==> src/rtl/axi_stream_if.sv <==
// AXI-stream subset (tvalid/tready/tdata/tlast) carrying configuration beats to the fabric.
interface axi_stream_if #(
    parameter int DATA_WIDTH = 8
);
    logic                  tvalid;
    logic                  tready;
    logic [DATA_WIDTH-1:0] tdata;
    logic                  tlast;

    modport master (output tvalid, output tdata, output tlast, input tready);
    modport slave  (input tvalid, input tdata, input tlast, output tready);
endinterface

==> src/rtl/bitstream_loader.sv <==
// Configuration sequencer: pulses fabric cfg, re-frames buffered host bytes into an
// AXI-stream bitstream with per-CLB tlast, then waits for cfg_ready and holds run.
module bitstream_loader #(
    parameter int DATA_WIDTH     = 8,
    parameter int CLB_COUNT      = 4,
    parameter int WORDS_PER_CLB  = 4,
    parameter int FIFO_DEPTH     = 4,
    parameter int TIMEOUT_CYCLES = 64
) (
    input  logic                  clk,
    input  logic                  rst_n,
    input  logic                  host_start,
    input  logic [DATA_WIDTH-1:0] host_data,
    input  logic                  host_strobe,
    output logic                  host_ready,
    output logic                  busy,
    output logic                  overflow,
    output logic                  timeout,
    output logic                  fab_cfg,
    axi_stream_if.master          cfg_bitstream,
    input  logic                  fab_cfg_ready,
    output logic                  fab_run
);
    localparam int TOTAL = CLB_COUNT * WORDS_PER_CLB;
    localparam int CW    = $clog2(TOTAL + 1);
    localparam int AW    = $clog2(FIFO_DEPTH);
    localparam int TW    = (TIMEOUT_CYCLES > 1) ? $clog2(TIMEOUT_CYCLES) : 1;
    localparam int FW    = (WORDS_PER_CLB > 1) ? $clog2(WORDS_PER_CLB) : 1;

    localparam logic [CW-1:0] TOTAL_C        = CW'(TOTAL);
    localparam logic [CW-1:0] LAST_BEAT_C    = CW'(TOTAL - 1);
    localparam logic [TW-1:0] TIMEOUT_LAST_C = TW'(TIMEOUT_CYCLES - 1);
    localparam logic [FW-1:0] FRAME_LAST_C   = FW'(WORDS_PER_CLB - 1);

    typedef enum logic [2:0] {
        ST_IDLE      = 3'd0,
        ST_CFG_PULSE = 3'd1,
        ST_STREAM    = 3'd2,
        ST_WAIT_DONE = 3'd3,
        ST_RUNNING   = 3'd4
    } state_t;

    state_t                state_r;
    state_t                state_nxt_s;

    logic [DATA_WIDTH-1:0] mem_r [FIFO_DEPTH];
    logic [AW:0]           wr_ptr_r;
    logic [AW:0]           rd_ptr_r;
    logic [CW-1:0]         sent_r;
    logic [CW-1:0]         written_r;
    logic [TW-1:0]         wait_cnt_r;
    logic [FW-1:0]         frame_beat_r;
    logic                  overflow_r;
    logic                  timeout_r;

    logic                  fifo_empty_s;
    logic                  fifo_full_s;
    logic                  restart_s;
    logic                  loading_s;
    logic                  push_s;
    logic                  pop_s;
    logic                  drop_s;
    logic                  wait_expire_s;
    logic                  host_ready_s;
    logic                  busy_s;
    logic                  fab_cfg_s;
    logic                  fab_run_s;
    logic                  tvalid_s;

    // Extra pointer bit distinguishes full from empty when the index bits match.
    assign fifo_empty_s  = (wr_ptr_r == rd_ptr_r);
    assign fifo_full_s   = (wr_ptr_r[AW] != rd_ptr_r[AW]) &&
                           (wr_ptr_r[AW-1:0] == rd_ptr_r[AW-1:0]);
    assign restart_s     = host_start && ((state_r == ST_IDLE) || (state_r == ST_RUNNING));
    assign loading_s     = (state_r == ST_CFG_PULSE) || (state_r == ST_STREAM);
    assign push_s        = host_strobe && host_ready_s;
    assign pop_s         = tvalid_s && cfg_bitstream.tready;
    assign drop_s        = host_strobe && !host_ready_s && loading_s;
    assign wait_expire_s = (state_r == ST_WAIT_DONE) && !fab_cfg_ready &&
                           (wait_cnt_r == TIMEOUT_LAST_C);

    // State register.
    always_ff @(posedge clk) begin
        if (!rst_n) begin
            state_r <= ST_IDLE;
        end else begin
            state_r <= state_nxt_s;
        end
    end

    // Next-state logic; host_start is only honoured outside a configuration.
    always_comb begin
        state_nxt_s = state_r;
        case (state_r)
            ST_IDLE: begin
                if (host_start) begin
                    state_nxt_s = ST_CFG_PULSE;
                end else begin
                    state_nxt_s = ST_IDLE;
                end
            end
            ST_CFG_PULSE: begin
                state_nxt_s = ST_STREAM;
            end
            ST_STREAM: begin
                if (pop_s && (sent_r == LAST_BEAT_C)) begin
                    state_nxt_s = ST_WAIT_DONE;
                end else begin
                    state_nxt_s = ST_STREAM;
                end
            end
            ST_WAIT_DONE: begin
                if (fab_cfg_ready) begin
                    state_nxt_s = ST_RUNNING;
                end else if (wait_expire_s) begin
                    state_nxt_s = ST_IDLE;
                end else begin
                    state_nxt_s = ST_WAIT_DONE;
                end
            end
            ST_RUNNING: begin
                if (host_start) begin
                    state_nxt_s = ST_CFG_PULSE;
                end else begin
                    state_nxt_s = ST_RUNNING;
                end
            end
            default: begin
                state_nxt_s = ST_IDLE;
            end
        endcase
    end

    // Output decode from registered state and FIFO occupancy only.
    always_comb begin
        host_ready_s = 1'b0;
        busy_s       = 1'b0;
        fab_cfg_s    = 1'b0;
        fab_run_s    = 1'b0;
        tvalid_s     = 1'b0;
        case (state_r)
            ST_IDLE: begin
                busy_s = 1'b0;
            end
            ST_CFG_PULSE: begin
                busy_s       = 1'b1;
                fab_cfg_s    = 1'b1;
                host_ready_s = !fifo_full_s && (written_r < TOTAL_C);
            end
            ST_STREAM: begin
                busy_s       = 1'b1;
                host_ready_s = !fifo_full_s && (written_r < TOTAL_C);
                tvalid_s     = !fifo_empty_s;
            end
            ST_WAIT_DONE: begin
                busy_s = 1'b1;
            end
            ST_RUNNING: begin
                fab_run_s = 1'b1;
            end
            default: begin
                busy_s = 1'b0;
            end
        endcase
    end

    // FIFO storage; cleared on reset so tdata never exposes stale contents.
    always_ff @(posedge clk) begin
        if (!rst_n) begin
            for (int i = 0; i < FIFO_DEPTH; i++) begin
                mem_r[i] <= '0;
            end
        end else if (push_s) begin
            mem_r[wr_ptr_r[AW-1:0]] <= host_data;
        end else begin
            mem_r <= mem_r;
        end
    end

    // Pointers, beat counters, wait counter and sticky status flags.
    always_ff @(posedge clk) begin
        if (!rst_n) begin
            wr_ptr_r     <= '0;
            rd_ptr_r     <= '0;
            sent_r       <= '0;
            written_r    <= '0;
            wait_cnt_r   <= '0;
            frame_beat_r <= '0;
            overflow_r   <= 1'b0;
            timeout_r    <= 1'b0;
        end else if (restart_s) begin
            wr_ptr_r     <= '0;
            rd_ptr_r     <= '0;
            sent_r       <= '0;
            written_r    <= '0;
            wait_cnt_r   <= '0;
            frame_beat_r <= '0;
            overflow_r   <= 1'b0;
            timeout_r    <= 1'b0;
        end else begin
            if (push_s) begin
                wr_ptr_r <= wr_ptr_r + (AW+1)'(1);
                if (written_r != TOTAL_C) begin
                    written_r <= written_r + CW'(1);
                end
            end
            if (pop_s) begin
                rd_ptr_r <= rd_ptr_r + (AW+1)'(1);
                if (sent_r != TOTAL_C) begin
                    sent_r <= sent_r + CW'(1);
                end
                if (frame_beat_r == FRAME_LAST_C) begin
                    frame_beat_r <= '0;
                end else begin
                    frame_beat_r <= frame_beat_r + FW'(1);
                end
            end
            if (drop_s) begin
                overflow_r <= 1'b1;
            end
            if ((state_r == ST_WAIT_DONE) && !fab_cfg_ready) begin
                if (wait_expire_s) begin
                    timeout_r <= 1'b1;
                end else begin
                    wait_cnt_r <= wait_cnt_r + TW'(1);
                end
            end
        end
    end

    assign host_ready           = host_ready_s;
    assign busy                 = busy_s;
    assign overflow             = overflow_r;
    assign timeout              = timeout_r;
    assign fab_cfg              = fab_cfg_s;
    assign fab_run              = fab_run_s;
    assign cfg_bitstream.tvalid = tvalid_s;
    assign cfg_bitstream.tdata  = tvalid_s ? mem_r[rd_ptr_r[AW-1:0]] : '0;
    assign cfg_bitstream.tlast  = tvalid_s && (frame_beat_r == FRAME_LAST_C);

endmodule

==> src/flat_wrapper.sv <==
// flat-port wrapper written by rule: the top's interface ports become plain ports
module bitstream_loader_flat 
#(
    parameter int DATA_WIDTH     = 8,
    parameter int CLB_COUNT      = 4,
    parameter int WORDS_PER_CLB  = 4,
    parameter int FIFO_DEPTH     = 4,
    parameter int TIMEOUT_CYCLES = 64
)
  (clk, rst_n, host_start, host_data, host_strobe, host_ready, busy, overflow, timeout, fab_cfg, fab_cfg_ready, fab_run, cfg_bitstream_tvalid, cfg_bitstream_tdata, cfg_bitstream_tlast, cfg_bitstream_tready);
  axi_stream_if #(.DATA_WIDTH(DATA_WIDTH)) cfg_bitstream_i ();
  input  logic clk;
  input  logic rst_n;
  input  logic host_start;
  input  logic [DATA_WIDTH-1:0] host_data;
  input  logic host_strobe;
  output logic host_ready;
  output logic busy;
  output logic overflow;
  output logic timeout;
  output logic fab_cfg;
  input  logic fab_cfg_ready;
  output logic fab_run;
  output wire logic [$bits(cfg_bitstream_i.tvalid)-1:0] cfg_bitstream_tvalid;
  output wire logic [$bits(cfg_bitstream_i.tdata)-1:0] cfg_bitstream_tdata;
  output wire logic [$bits(cfg_bitstream_i.tlast)-1:0] cfg_bitstream_tlast;
  input wire logic [$bits(cfg_bitstream_i.tready)-1:0] cfg_bitstream_tready;
  assign cfg_bitstream_tvalid = cfg_bitstream_i.tvalid;
  assign cfg_bitstream_tdata = cfg_bitstream_i.tdata;
  assign cfg_bitstream_tlast = cfg_bitstream_i.tlast;
  assign cfg_bitstream_i.tready = cfg_bitstream_tready;
  bitstream_loader #(.DATA_WIDTH(DATA_WIDTH), .CLB_COUNT(CLB_COUNT), .WORDS_PER_CLB(WORDS_PER_CLB), .FIFO_DEPTH(FIFO_DEPTH), .TIMEOUT_CYCLES(TIMEOUT_CYCLES)) u_core (.clk(clk), .rst_n(rst_n), .host_start(host_start), .host_data(host_data), .host_strobe(host_strobe), .host_ready(host_ready), .busy(busy), .overflow(overflow), .timeout(timeout), .fab_cfg(fab_cfg), .cfg_bitstream(cfg_bitstream_i), .fab_cfg_ready(fab_cfg_ready), .fab_run(fab_run));
endmodule
==> config.mk <==
export PLATFORM = sky130hd
export DESIGN_NAME = bitstream_loader_flat
export DESIGN_NICKNAME = d
export VERILOG_FILES = /design/src/rtl/axi_stream_if.sv /design/src/rtl/bitstream_loader.sv /design/src/flat_wrapper.sv
export SDC_FILE = /design/constraint.sdc
export NUM_CORES = 1
export LEC_CHECK = 0
export BUFFER_PORTS_ARGS = -buffer_cell sky130_fd_sc_hd__buf_2
export CELL_PAD_IN_SITES_DETAIL_PLACEMENT = 0
export CELL_PAD_IN_SITES_GLOBAL_PLACEMENT = 1
export CORE_UTILIZATION = 41
export DETAILED_ROUTE_END_ITERATION = 7
export GPL_TIMING_DRIVEN = 0
export PLACE_DENSITY_LB_ADDON = 0.1
export SLEW_MARGIN = 30
export SYNTH_ARGS = -nofsm -noshare
export SYNTH_HDL_FRONTEND = slang
export SYNTH_SLANG_ARGS = --single-unit
==> constraint.sdc <==
create_clock -name clk -period 1.8 [get_ports clk]
set_clock_uncertainty 0.15 [all_clocks]
set_input_delay 0.09 -clock clk [delete_from_list [all_inputs] [get_ports clk]]
set_output_delay 0.09 -clock clk [all_outputs]
set_load 0.005 [all_outputs]
**Yosys cells after proc, flatten, opt, wreduce, memory -nomap -nowiden**

Index checks and enable logic that the tools add are counted.

- Shifts and indexed selects: 0
- $add $sub $neg: 6
- Reductions and logical operators: 26
- Magnitude comparators: 4
- Bitwise gates (word level): 4
- Multipliers: 0
- Div/mod/pow operators: 0
- Equality and inequality tests: 12
- Muxes and demuxes: 19

Operators with widths:

| kind | number |
|---|---|
| $bwmux 32 | 1 |
| $mux 8 | 4 |
| $bmux 8 s2 | 1 |
| $demux 8 s2 | 1 |
| $pmux 3 s5 | 1 |
| $logic_and 1x1->1 | 12 |
| $add 5x1->5 const B | 2 |
| $ne 5x5->1 const B | 2 |
| $reduce_and 2->1 | 4 |
| $mux 1 | 7 |
| $add 3x1->3 const B | 2 |
| $add 6x1->6 const B | 1 |
| $eq 3x2->1 const B | 2 |
| $eq 6x6->1 const B | 1 |
| $ge 3x3->1 const B | 2 |
| $mux 3 | 2 |
| $not 2->3 | 2 |
| $eq 5x4->1 const B | 1 |
| $lt 5x5->1 const B | 1 |
| $logic_not 1->1 | 4 |
| $mux 2 | 2 |
| $reduce_or 2->1 | 2 |
| $eq 3x1->1 const B | 1 |
| $eq 3x3->1 | 1 |
| other kinds (10) | 12 |

- Flip-flop bits (word level): 61
- Output and inout port bits: 16
- Memories kept: 0
- Bits in latches: 0
- Input bits: 14
- Logic and storage cells: 84
- ROM bits: 0
- RAM bits: 0

**Depth between registers and ports, before layout**

Gate-level depths: netlist (run 1).

- Depth after elaboration: 8
- Mapped depth: 6
- Gate-level depth less buffers: 5

**Least setup slack after synthesis (run 1)**

OpenSTA, ideal clock, no wires.

- Path type: flip-flop to flip-flop
- Start point: register u_core.state_r[1]
- End point: register u_core.mem_r[24] (netlist bit)
- Arrival time: 1417 ps
- Path buffers: 2
- Clock period less this slack: 1689 ps
- Data required time: 1528 ps
- Library setup time: 122 ps
- Setup slack: 111 ps
- Stages on the path, launching flop included: 7
- Path through: dfxtp_1 buf_4 xnor2_2 a311oi_4 buf_6 nand3_4 mux2i_1

- Longest elaborated chain between the ends: 4
- Elaborated cells on any way between the ends: 5
- Classes of those cells: 2 x eq/ne; 1 x mux; 2 x reduce/logical

RTL lines:

| what | line | text |
|---|---|---|
| from (decl) | bitstream_loader.sv:43 | `state_t state_r;` |
| from (signal assigned) | bitstream_loader.sv:87 | `state_r <= state_nxt_s;` |
| $eq 3x2->1 / $eq 3x1->1 (equally long branches) | bitstream_loader.sv:141 | `case (state_r)` |
| $reduce_or 2->1 (no source line) (*) | n/a |  |
| $mux 1 (*) | n/a |  |
| $logic_and 1x1->1 (*) | bitstream_loader.sv:76 | `assign push_s = host_strobe && host_ready_s;` |
| to (signal, indexed assignment) | bitstream_loader.sv:174 | `mem_r[wr_ptr_r[AW-1:0]] <= host_data;` |
| to (signal assigned) | bitstream_loader.sv:176 | `mem_r <= mem_r;` |
| to (decl) | bitstream_loader.sv:46 | `logic [DATA_WIDTH-1:0] mem_r [FIFO_DEPTH];` |

Every way passes the cells marked *; elsewhere a longest branch is shown, timed or not.
A chain may end at the register's enable or synchronous reset.

**Worst setup path in the final report (run 1)**

- Start point: register u_core.rd_ptr_r[0]
- End point: output cfg_bitstream_tdata[3]

- Longest elaborated chain between the ends: 5
- Elaborated cells on any way between the ends: 8
- Classes of those cells: 1 x eq/ne; 5 x mux; 1 x bitwise; 1 x reduce/logical

RTL lines:

| what | line | text |
|---|---|---|
| from (decl) | bitstream_loader.sv:48 | `logic [AW:0] rd_ptr_r;` |
| from (signal assigned) | bitstream_loader.sv:208 | `rd_ptr_r <= rd_ptr_r + (AW+1)'(1);` |
| $not 2->3 (not written as such) | bitstream_loader.sv:238 | `assign cfg_bitstream.tdata = tvalid_s ? mem_r[rd_ptr_r[AW-1:0]] : '0;` |
| $bmux 8 s2 | bitstream_loader.sv:238 |  |
| $mux 8 (not written as such) (2 in a row) | bitstream_loader.sv:238 |  |
| $mux 8 (*) | bitstream_loader.sv:238 |  |
| to (decl) | flat_wrapper.sv:25 | `output wire logic [$bits(cfg_bitstream_i.tdata)-1:0] cfg_bitstream_tdata;` |

Every way passes the cells marked *; elsewhere a longest branch is shown, timed or not. The select of a mux whose other input is x is not followed.

==> impl_metrics.csv, run 1 <==
group,metric,value,unit
floorplanning,rows,31,
detailed_routing,drt_iter0_markers,73,
yosys,yosys_warnings,0,
yosys,ys_types,49,
yosys,yosysMostFrequentCell,"dfxtp_1",
finish,final_util,55.71,%
placed_design,placed_cell_area,3311,um2
sta,fin_ws,-0.1413,ns
detailed_routing,drtAntennaViolNets,0,
global_route,grt_max_degree,11,
placed_design,io_buffers,28,
setup_path,worstPathMaxFanout,5,
yosys,synth_area_leaders,"dfxtp_1, mux2i_1, nand2_1",
setup_path,cp.arrival,1.70,ns
floorplanning,start_util,42.16,%
finish,drive_above_1_share,30.31,%
sta,max_freq,515.1,MHz
yosys,yosysTopAreaCell,"dfxtp_1",
global_route,antenna_found_initial,0,
power_and_ir_drop,p_leak,1.782,nW
yosys,async_reset_ff_share,0,%
sta,worst_pin_slew,0.7480,ns
sta,hold_ws,0.1396,ns
finish,synthToLayoutAreaGrowth,32.13,%
setup_path,path_cells,"buf_12, xor2_4, or3_4, and3_4, buf_6",
power_and_ir_drop,power_density,713.7,nW/um2
cts,cts_tree,"yes",
finish,fin_nets,407,
sta,finalSetupTns,-2.689,ns
detailed_routing,dr.pass1.iters,4,
power_and_ir_drop,p_seq_share,48.5,%
setup_path,slowest_stage,"or3_4",
global_route,grt_pass1_vias,2509,
power_and_ir_drop,switchingPower,0.7672,mW
job,maxCapViolCount,0,
setup_path,worst_ep_required_time,1.56,ns
placed_design,pre_cts_slack,-0.2059,ns
power_and_ir_drop,p_clk_share,37.2,%
setup_path,r2r_setup_slack,-0.08,ns
yosys,syn-instance-count,314,
sta,hold_viol,0,
floorplanning,ios,30,
cts,cts_root_buf,"clkbuf_8",
yosys,synth_area,3042,um2
global_route,grt_pass1_wl,11970,um
power_and_ir_drop,peakVddDrop,0.3632,mV
yosys,syn_area_per_cell,9.687,um2
yosys,ys.flop_type,"dfxtp_1",
power_and_ir_drop,power,2.868,mW
detailed_routing,totalWireLength,7418,um
detailed_routing,drc_errors,0,
power_and_ir_drop,cell_internal_pwr,2.101,mW
finish,n_antenna_cell,0,
sta,setup_violations,46,
floorplanning,die_area,7767,um2
detailed_routing,avgViaCountPerCell,5.132,
yosys,synth_edf_count,0,
power_and_ir_drop,combPwrFrac,14.4,%
sta,rsz0062_at_grt,"true",
yosys,ys_seq_area_share,40.15,%
sta,fin_crit,1.941,ns
global_route,grt_util_all_layers,21.12,%
cts,htree_levels,3,
setup_path,endpoint_kind,"output pin",
hold_path,hold_path.class,"in -> reg",
status,outcome,"finished, violations left",
cts,ctsLongestPathBuffers,2,
cts,clk_pin_slew,0.07,ns
yosys,ys_seq_elements,61,
cts,numCtsBuffers,9,
setup_path,cpPeakStageDelay,0.38,ns
cts,cts.sink_count,61,
finish,stdcell_area,4019,um2
placed_design,dp_cells,441,
detailed_routing,wl_per_cell,15.29,um
setup_path,crit_type,"reg -> out",
finish,n_fill_cell,679,
power_and_ir_drop,power.switching_fraction,26.75,%
status,violations,"negative setup slack",
floorplanning,core,7214,um2
yosys,ys_top_cells_by_count,"dfxtp_1, nand2_1, mux2i_1, nor2_1",
finish,fin_cells,485,
cts,clk_latency,0.33,ns
sta,finalMaxSlewViolations,0,
floorplanning,fp.dieH,88.13,um
sta,period_share,107.8,%
detailed_routing,dr_total_vias,2489,
floorplanning,die_w,88.13,um
yosys,synthDominantCellAreaShare,40.15,%
sta,relSlewSlack,49.95,%
setup_path,start_kind,"flop",
global_route,grt_overflow,0,
placed_design,finalWeightedCongestion,0.7266,
yosys,synthesis.nets,340,
placed_design,dp_hpwl,4625,um
==> power by group through the flow <==
| stage | sequential (mW) | clock [mW] | combinational (mW) |
|---|---|---|---|
| floorplan | 1.42 | 0 | 0.222 |
| global placement | 1.42 | 0 | 0.308 |
| detailed placement | 1.42 | 0 | 0.311 |
| CTS | 1.39 | 1.10 | 0.397 |
| global route | 1.39 | 1.18 | 0.443 |
| finish | 1.39 | 1.07 | 0.412 |
==> layout by cell type (no fill, tap or decap), drive strengths merged, types with 4 or more instances in the layout <==
cell,count
dfxtp,61
nand2,58
buf,53
mux2i,35
clkbuf,20
nor2,16
inv,12
ha,12
dlygate4sd3,12
and3,12
a21oi,10
mux4,8
nand3,8
xor2,8
or3,6
o21ai,5
nor3,4
a211o,4
nand4,4
xnor2,4
clkinv,4
nor3b,4
==> path summary, 6_finish.rpt <==
check                             startpoint                            end  cells past startpoint
max          u_core.rd_ptr_r[0]$_SDFFE_PP0P_         cfg_bitstream_tdata[3]                      5
min                                    rst_n   u_core.mem_r[0]$_SDFFE_PN0P_                      3
max reg2reg  u_core.rd_ptr_r[0]$_SDFFE_PP0P_  u_core.mem_r[16]$_SDFFE_PN0P_                      7
min reg2reg      u_core.timeout$_SDFFE_PP0P_    u_core.timeout$_SDFFE_PP0P_                      2
==> critical path, delay by kind of cell (launching register included) <==
kind                      cells  cell delay (ns)
and+or+nand+nor               2             0.58
xor gates and xnor gates      1             0.16
DFF                           1             0.37
buffers and inverters         2             0.26
==> state kept, by name, summed over array words and instances (netlist names) <==
name / cells
u_core.timeout: 1
u_core.written_r: 5
u_core.rd_ptr_r: 3
u_core.wait_cnt_r: 6
u_core.mem_r: 32
u_core.overflow: 1
u_core.wr_ptr_r: 3
u_core.sent_r: 5
u_core.state_r: 3
u_core.frame_beat_r: 2
==> cells by family after synthesis <==
kind of cell               synth area share (%)
AOI/OAI and AO/OA                         7.652
xor gates and xnor gates                  3.949
adders and majority gates                 4.936
buffers and inverters                     4.854
DFF                                       40.15
muxes                                     17.81
and+or+nand+nor                           20.65
==> timing repair <==
item / CTS / global route
buffers inserted: 16 / 0
resized for setup: 48 / 14
gates cloned: 2 / 0
endpoints found under the hold margin: 35 / 0
setup endpoints to repair: 61 / 68
hold buffers: 12 / 0
pin swaps: 11 / 7
==> area by class of cell <==
| class | instances | area [um2] | share of cell area [%] |
|---|---|---|---|
| multi-input combinational | 224 | 1856 | 46.17 |
| sequential | 61 | 1231 | 30.64 |
| timing repair buffer | 56 | 456.7 | 11.36 |
| clock buffer | 12 | 145.1 | 3.611 |
| buffer | 17 | 137.6 | 3.425 |
| tap | 99 | 123.9 | 3.082 |
| inverter | 12 | 45.04 | 1.121 |
| clock inverter | 4 | 23.77 | 0.5915 |
==> routing by layer <==
metal / wire length [um] / global-route usage [%] / share of wire [%] / vias to the layer above
li1: - / - / - / 1233
met1: 3373 / 25.18 / 45 / 1194
met2: 3609 / 35.02 / 49 / 47
met3: 268 / 4.901 / 3.6 / 15
met4: 167 / 12.02 / 2.3 / 0
met5: 0 / 0 / 0 / -
(Power assumes the default switching activity.)
==> run 2: changes to the inputs <==
--- a/config.mk
+++ b/config.mk
@@ -5,11 +5,11 @@
 export SDC_FILE = /design/constraint.sdc
 export NUM_CORES = 1
 export LEC_CHECK = 0
-export BUFFER_PORTS_ARGS = -buffer_cell sky130_fd_sc_hd__buf_2
 export CELL_PAD_IN_SITES_DETAIL_PLACEMENT = 0
 export CELL_PAD_IN_SITES_GLOBAL_PLACEMENT = 1
-export CORE_UTILIZATION = 41
+export CORE_UTILIZATION = 44
 export DETAILED_ROUTE_END_ITERATION = 7
+export DONT_BUFFER_PORTS = 1
 export GPL_TIMING_DRIVEN = 0
 export PLACE_DENSITY_LB_ADDON = 0.1
 export SLEW_MARGIN = 30
==> constraint.sdc (replaced) <==
create_clock -name clk -period 2.4 [get_ports clk]
set_clock_uncertainty 0.15 [all_clocks]
set_input_delay 0.12 -clock clk [delete_from_list [all_inputs] [get_ports clk]]
set_output_delay 0.12 -clock clk [all_outputs]
set_load 0.005 [all_outputs]
==> impl_metrics.csv, run 2 (synthesis results as in run 1) <==
group,metric,value,unit
status,outcome,"finished, final reports clean",
cts,ctsLongestPathBuffers,2,
placed_design,placed_cell_area,3143,um2
cts,clk_latency,0.33,ns
detailed_routing,wl_per_cell,15.79,um
finish,stdcell_area,3410,um2
job,maxCapViolCount,0,
cts,cts_resized,0,
hold_path,hp-start,"rst_n",
sta,period_share,91.82,%
global_route,grt_max_degree,11,
cts,numCtsBuffers,9,
finish,n_antenna_cell,0,
finish,final_common_cell,"dfxtp_1",
sta,rsz0062_at_grt,"false",
finish,fin_cells,417,
detailed_routing,avgViaCountPerCell,5.376,
hold_path,hold_path.class,"in -> reg",
finish,drive_above_1_share,13.82,%
cts,cts.sink_count,61,
floorplanning,start_util,46.83,%
setup_path,crit_type,"reg -> out",
global_route,grt_pass1_wl,11100,um
finish,fin_nets,361,
setup_path,cp.arrival,1.93,ns
cts,cts_tree,"yes",
global_route,antenna_found_initial,0,
finish,register_area,1221,um2
power_and_ir_drop,power_density,597.7,nW/um2
global_route,grt_util_all_layers,20.17,%
placed_design,io_buffers,0,
cts,htree_levels,3,
detailed_routing,totalWireLength,6586,um
sta,finalSetupTns,0,ns
setup_path,start_kind,"flop",
sta,relSlewSlack,51.64,%
detailed_routing,drt_iter0_markers,88,
floorplanning,fp.dieH,85.15,um
setup_path,endpoint_kind,"output pin",
detailed_routing,drtAntennaViolNets,0,
sta,fin_crit,2.204,ns
sta,finalMaxSlewViolations,0,
cts,postCtsSetupBuffers,0,
sta,setup_violations,0,
global_route,grt_pass1_vias,2188,
power_and_ir_drop,power,2.038,mW
placed_design,finalWeightedCongestion,0.7316,
sta,max_freq,453.8,MHz
finish,n_fill_cell,627,
cts,clk_pin_slew,0.07,ns
floorplanning,ios,30,
placed_design,dp_cells,391,
floorplanning,die_w,85.15,um
floorplanning,die_area,7250,um2
sta,hold_viol,0,
finish,multi_input_area,1678,um2
placed_design,dp_hpwl,4423,um
sta,hold_ws,0.04368,ns
detailed_routing,drc_errors,0,
finish,top_register,"u_core.mem_r",
finish,mostFrequentLayoutCells,"dfxtp_1, nand2_1, mux2i_1, nor2_1",
finish,synthToLayoutAreaGrowth,12.09,%
sta,worst_pin_slew,0.7222,ns
power_and_ir_drop,peakVddDrop,0.4835,mV
setup_path,r2r_start,"u_core.state_r[1]$_SDFF_PN0_",
finish,largest_reg_flops,32,
power_and_ir_drop,p_leak,1.511,nW
cts,cts_root_buf,"clkbuf_8",
setup_path,cp-startpoint,"u_core.rd_ptr_r[1]$_SDFFE_PP0P_",
setup_path,worstPathMaxFanout,10,
floorplanning,core,6495,um2
global_route,grt_overflow,0,
setup_path,worst_ep_required_time,2.13,ns
floorplanning,rows,29,
finish,reg.largest.list,"u_core.mem_r (32), u_core.wait_cnt_r (6)",
detailed_routing,dr_total_vias,2242,
detailed_routing,dr.pass1.iters,6,
-- run 2: stage by stage --
step	utilization (%)	worst slack, ns
floorplan	-	0.7113
global placement	48.31	0.2368
detailed placement	48.39	0.3803
CTS	52.55	0.05305
global route	52.49	0.08867
finish	52.49	0.1963
-- run 2: worst paths after layout --
check                                                    endpoint  cells after the start  slack [ns]
worst max-delay path                          cfg_bitstream_tlast                      4        0.20
worst max register to register  u_core.wait_cnt_r[4]$_SDFFE_PP0P_                      6        0.38
worst min-delay path                 u_core.state_r[2]$_SDFF_PN0_                      3        0.04
worst min register to register      u_core.mem_r[11]$_SDFFE_PN0P_                      2        0.31
-- run 2: per-layer routing --
metal | part of all wire, % | vias up | GRT usage, %
li1 | - | 1139 | -
met1 | 49 | 1062 | 26.08
met2 | 47 | 36 | 32.99
met3 | 3.7 | 5 | 6.128
met4 | 0.88 | 0 | 5.085
met5 | 0 | - | 0
-- run 2: repair_timing --
| action | in CTS | in global routing |
|---|---|---|
| hold endpoints to repair | 35 | 0 |
| endpoints found under the setup margin | 0 | 10 |
| hold buffers | 11 | 0 |
-- run 2: layout make-up --
class	instances	share of cell area (%)
Sequential cell	61	35.82
Timing Repair Buffer	11	3.229
Clock inverter	4	0.7339
Buffer	17	2.899
Tap cell	77	2.826
Clock buffer	12	3.963
Multi-Input combinational cell	223	49.21
Inverter	12	1.321
-- run 2: power breakdown --
part	total (mW)	internal (mW)	leakage, nW	switching, mW
Combinational	0.229	0.0906	0.942	0.138
Sequential	1.04	1.03	0.492	0.0104
Clock	0.768	0.372	0.0764	0.396
Total	2.04	1.49	1.51	0.544
-- run 2: worst max-delay path, cell delays in order (launching register included) --
cell	delay, ns
dfxtp_1	0.39
buf_4	0.25
xor2_1	0.14
or3_1	0.56
and3_1	0.27
==> run 3: changes to the inputs <==
--- a/config.mk
+++ b/config.mk
@@ -7,6 +7,7 @@
 export LEC_CHECK = 0
 export CELL_PAD_IN_SITES_DETAIL_PLACEMENT = 0
 export CELL_PAD_IN_SITES_GLOBAL_PLACEMENT = 1
+export CORE_ASPECT_RATIO = 0.5
 export CORE_UTILIZATION = 44
 export DETAILED_ROUTE_END_ITERATION = 7
 export DONT_BUFFER_PORTS = 1
==> impl_metrics.csv, run 3 (synthesis results as in run 1) <==
group,metric,value,unit
floorplanning,ios,30,
finish,n_fill_cell,593,
detailed_routing,avgViaCountPerCell,5.403,
sta,period_share,89.82,%
floorplanning,fp.dieH,60.79,um
finish,synthToLayoutAreaGrowth,18.26,%
detailed_routing,dr.pass1.iters,4,
status,outcome,"finished, final reports clean",
cts,clk_pin_slew,0.05,ns
finish,final_common_cell,"dfxtp_1",
cts,cts.sink_count,61,
sta,setup_violations,0,
placed_design,finalWeightedCongestion,0.7743,
placed_design,dp_cells,402,
sta,rsz0062_at_grt,"false",
detailed_routing,totalWireLength,6827,um
cts,ctsLongestPathBuffers,2,
sta,relSlewSlack,48.70,%
global_route,antenna_found_initial,0,
sta,max_freq,463.9,MHz
floorplanning,start_util,47.85,%
global_route,met2_usage,33.69,%
global_route,grt_overflow,0,
floorplanning,core,6356,um2
power_and_ir_drop,power,2.711,mW
finish,fin_nets,361,
global_route,grt.busiest_layer,"met2",
cts,numCtsBuffers,9,
detailed_routing,drc_errors,0,
cts,cts_resized,0,
floorplanning,rows,20,
cts,htree_levels,3,
sta,fin_ws,0.2443,ns
detailed_routing,drt_iter0_markers,95,
cts,cts_root_buf,"clkbuf_16",
hold_path,hold_path.class,"in -> reg",
detailed_routing,dr_total_vias,2307,
setup_path,crit_type,"reg -> out",
cts,cts_tree,"yes",
detailed_routing,wl_per_cell,15.99,um
cts,clk_latency,0.33,ns
detailed_routing,drtAntennaViolNets,0,
setup_path,worst_ep_required_time,2.13,ns
placed_design,pre_cts_slack,0.3098,ns
finish,final_util,56.59,%
global_route,grt_pass1_wl,11230,um
power_and_ir_drop,p_leak,1.595,nW
global_route,grt_util_all_layers,21.21,%
power_and_ir_drop,power_density,753.7,nW/um2
placed_design,dp_hpwl,4663,um
setup_path,start_kind,"flop",
global_route,grt_use_met3,8.365,%
finish,largest_reg_flops,32,
floorplanning,die_w,119.6,um
setup_path,endpoint_kind,"output pin",
finish,drive_above_1_share,14.45,%
global_route,grt_pass1_vias,2197,
finish,mostFrequentLayoutCells,"dfxtp_1, nand2_1, mux2i_1, nor2_1",
sta,finalMaxSlewViolations,0,
global_route,grtUsageMet1,26.60,%
job,maxCapViolCount,0,
power_and_ir_drop,peakVddDrop,0.3867,mV
floorplanning,die_area,7269,um2
global_route,grt_max_degree,11,
finish,reg.largest.list,"u_core.mem_r (32), u_core.wait_cnt_r (6)",
sta,fin_crit,2.156,ns
sta,hold_viol,0,
finish,n_antenna_cell,0,
placed_design,io_buffers,0,
sta,finalSetupTns,0,ns
sta,worst_pin_slew,0.7666,ns
setup_path,worstPathMaxFanout,10,
finish,fin_cells,427,
finish,top_register,"u_core.mem_r",
setup_path,cp.arrival,1.89,ns
run 3: changes by cell type in the layout (fill, tap and decap cells not counted):
cell        change
clkinv_2        -2
bufinv_16       +2
clkinvlp_4      -1
clkbuf_8        -6
clkbuf_16       +9
clkbuf_1        -3
run 3: path summary, 6_finish.rpt:
check / to / slack, ns / startpoint / depth (start not counted)
max: cfg_bitstream_tlast / 0.24 / u_core.rd_ptr_r[1]$_SDFFE_PP0P_ / 4
min: u_core.state_r[2]$_SDFF_PN0_ / 0.06 / rst_n / 3
max reg2reg: u_core.wait_cnt_r[4]$_SDFFE_PP0P_ / 0.33 / u_core.state_r[1]$_SDFF_PN0_ / 6
min reg2reg: u_core.mem_r[2]$_SDFFE_PN0P_ / 0.30 / u_core.mem_r[2]$_SDFFE_PN0P_ / 2
run 3: final cells by class:
class / count / area (um2) / share of cell area (%)
Timing Repair Buffer: 11 / 110.1 / 3.061
Clock inverter: 3 / 67.56 / 1.878
Sequential cell: 61 / 1221 / 33.95
Inverter: 12 / 45.04 / 1.252
Multi-Input combinational cell: 223 / 1678 / 46.64
Buffer: 17 / 98.84 / 2.748
Tap cell: 88 / 110.1 / 3.061
Clock buffer: 12 / 266.5 / 7.409
run 3: stage by stage:
| step | cell area [um2] | hold WS (ns) |
|---|---|---|
| 6_report | 3597 | 0.06388 |
| 5_1_grt | 3597 | 0.1017 |
| 4_1_cts | 3601 | 0.05281 |
| 3_5_place_dp | 3157 | 0.1396 |
| 3_3_place_gp | 3152 | 0.1284 |
| 2_1_floorplan | 3042 | 0.1128 |
run 3: repair_timing:
| action | in CTS | in global routing |
|---|---|---|
| setup endpoints to repair | 0 | 9 |
| endpoints found under the hold margin | 35 | 0 |
| buffers inserted | 0 | 0 |
| hold buffers | 11 | 0 |
run 3: report_power, final:
| group | leakage, nW | switching, mW | total [mW] | internal, mW |
|---|---|---|---|---|
| logic | 0.942 | 0.140 | 0.230 | 0.0907 |
| clock network | 0.161 | 0.451 | 1.44 | 0.987 |
| registers | 0.492 | 0.0102 | 1.04 | 1.03 |
| total | 1.60 | 0.601 | 2.71 | 2.11 |
run 3: worst max-delay path, stage by stage, from the launching register on:
cell and delay [ns]:
dfxtp_1 0.37, buf_4 0.24, xor2_1 0.13, or3_1 0.55, and3_1 0.27
run 3: routing by layer:
metal  vias to the layer above  wire [um]
li1                       1136          -
met1                      1114       3244
met2                        48       3037
met3                         9        443
met4                         0        101
met5                         -          0
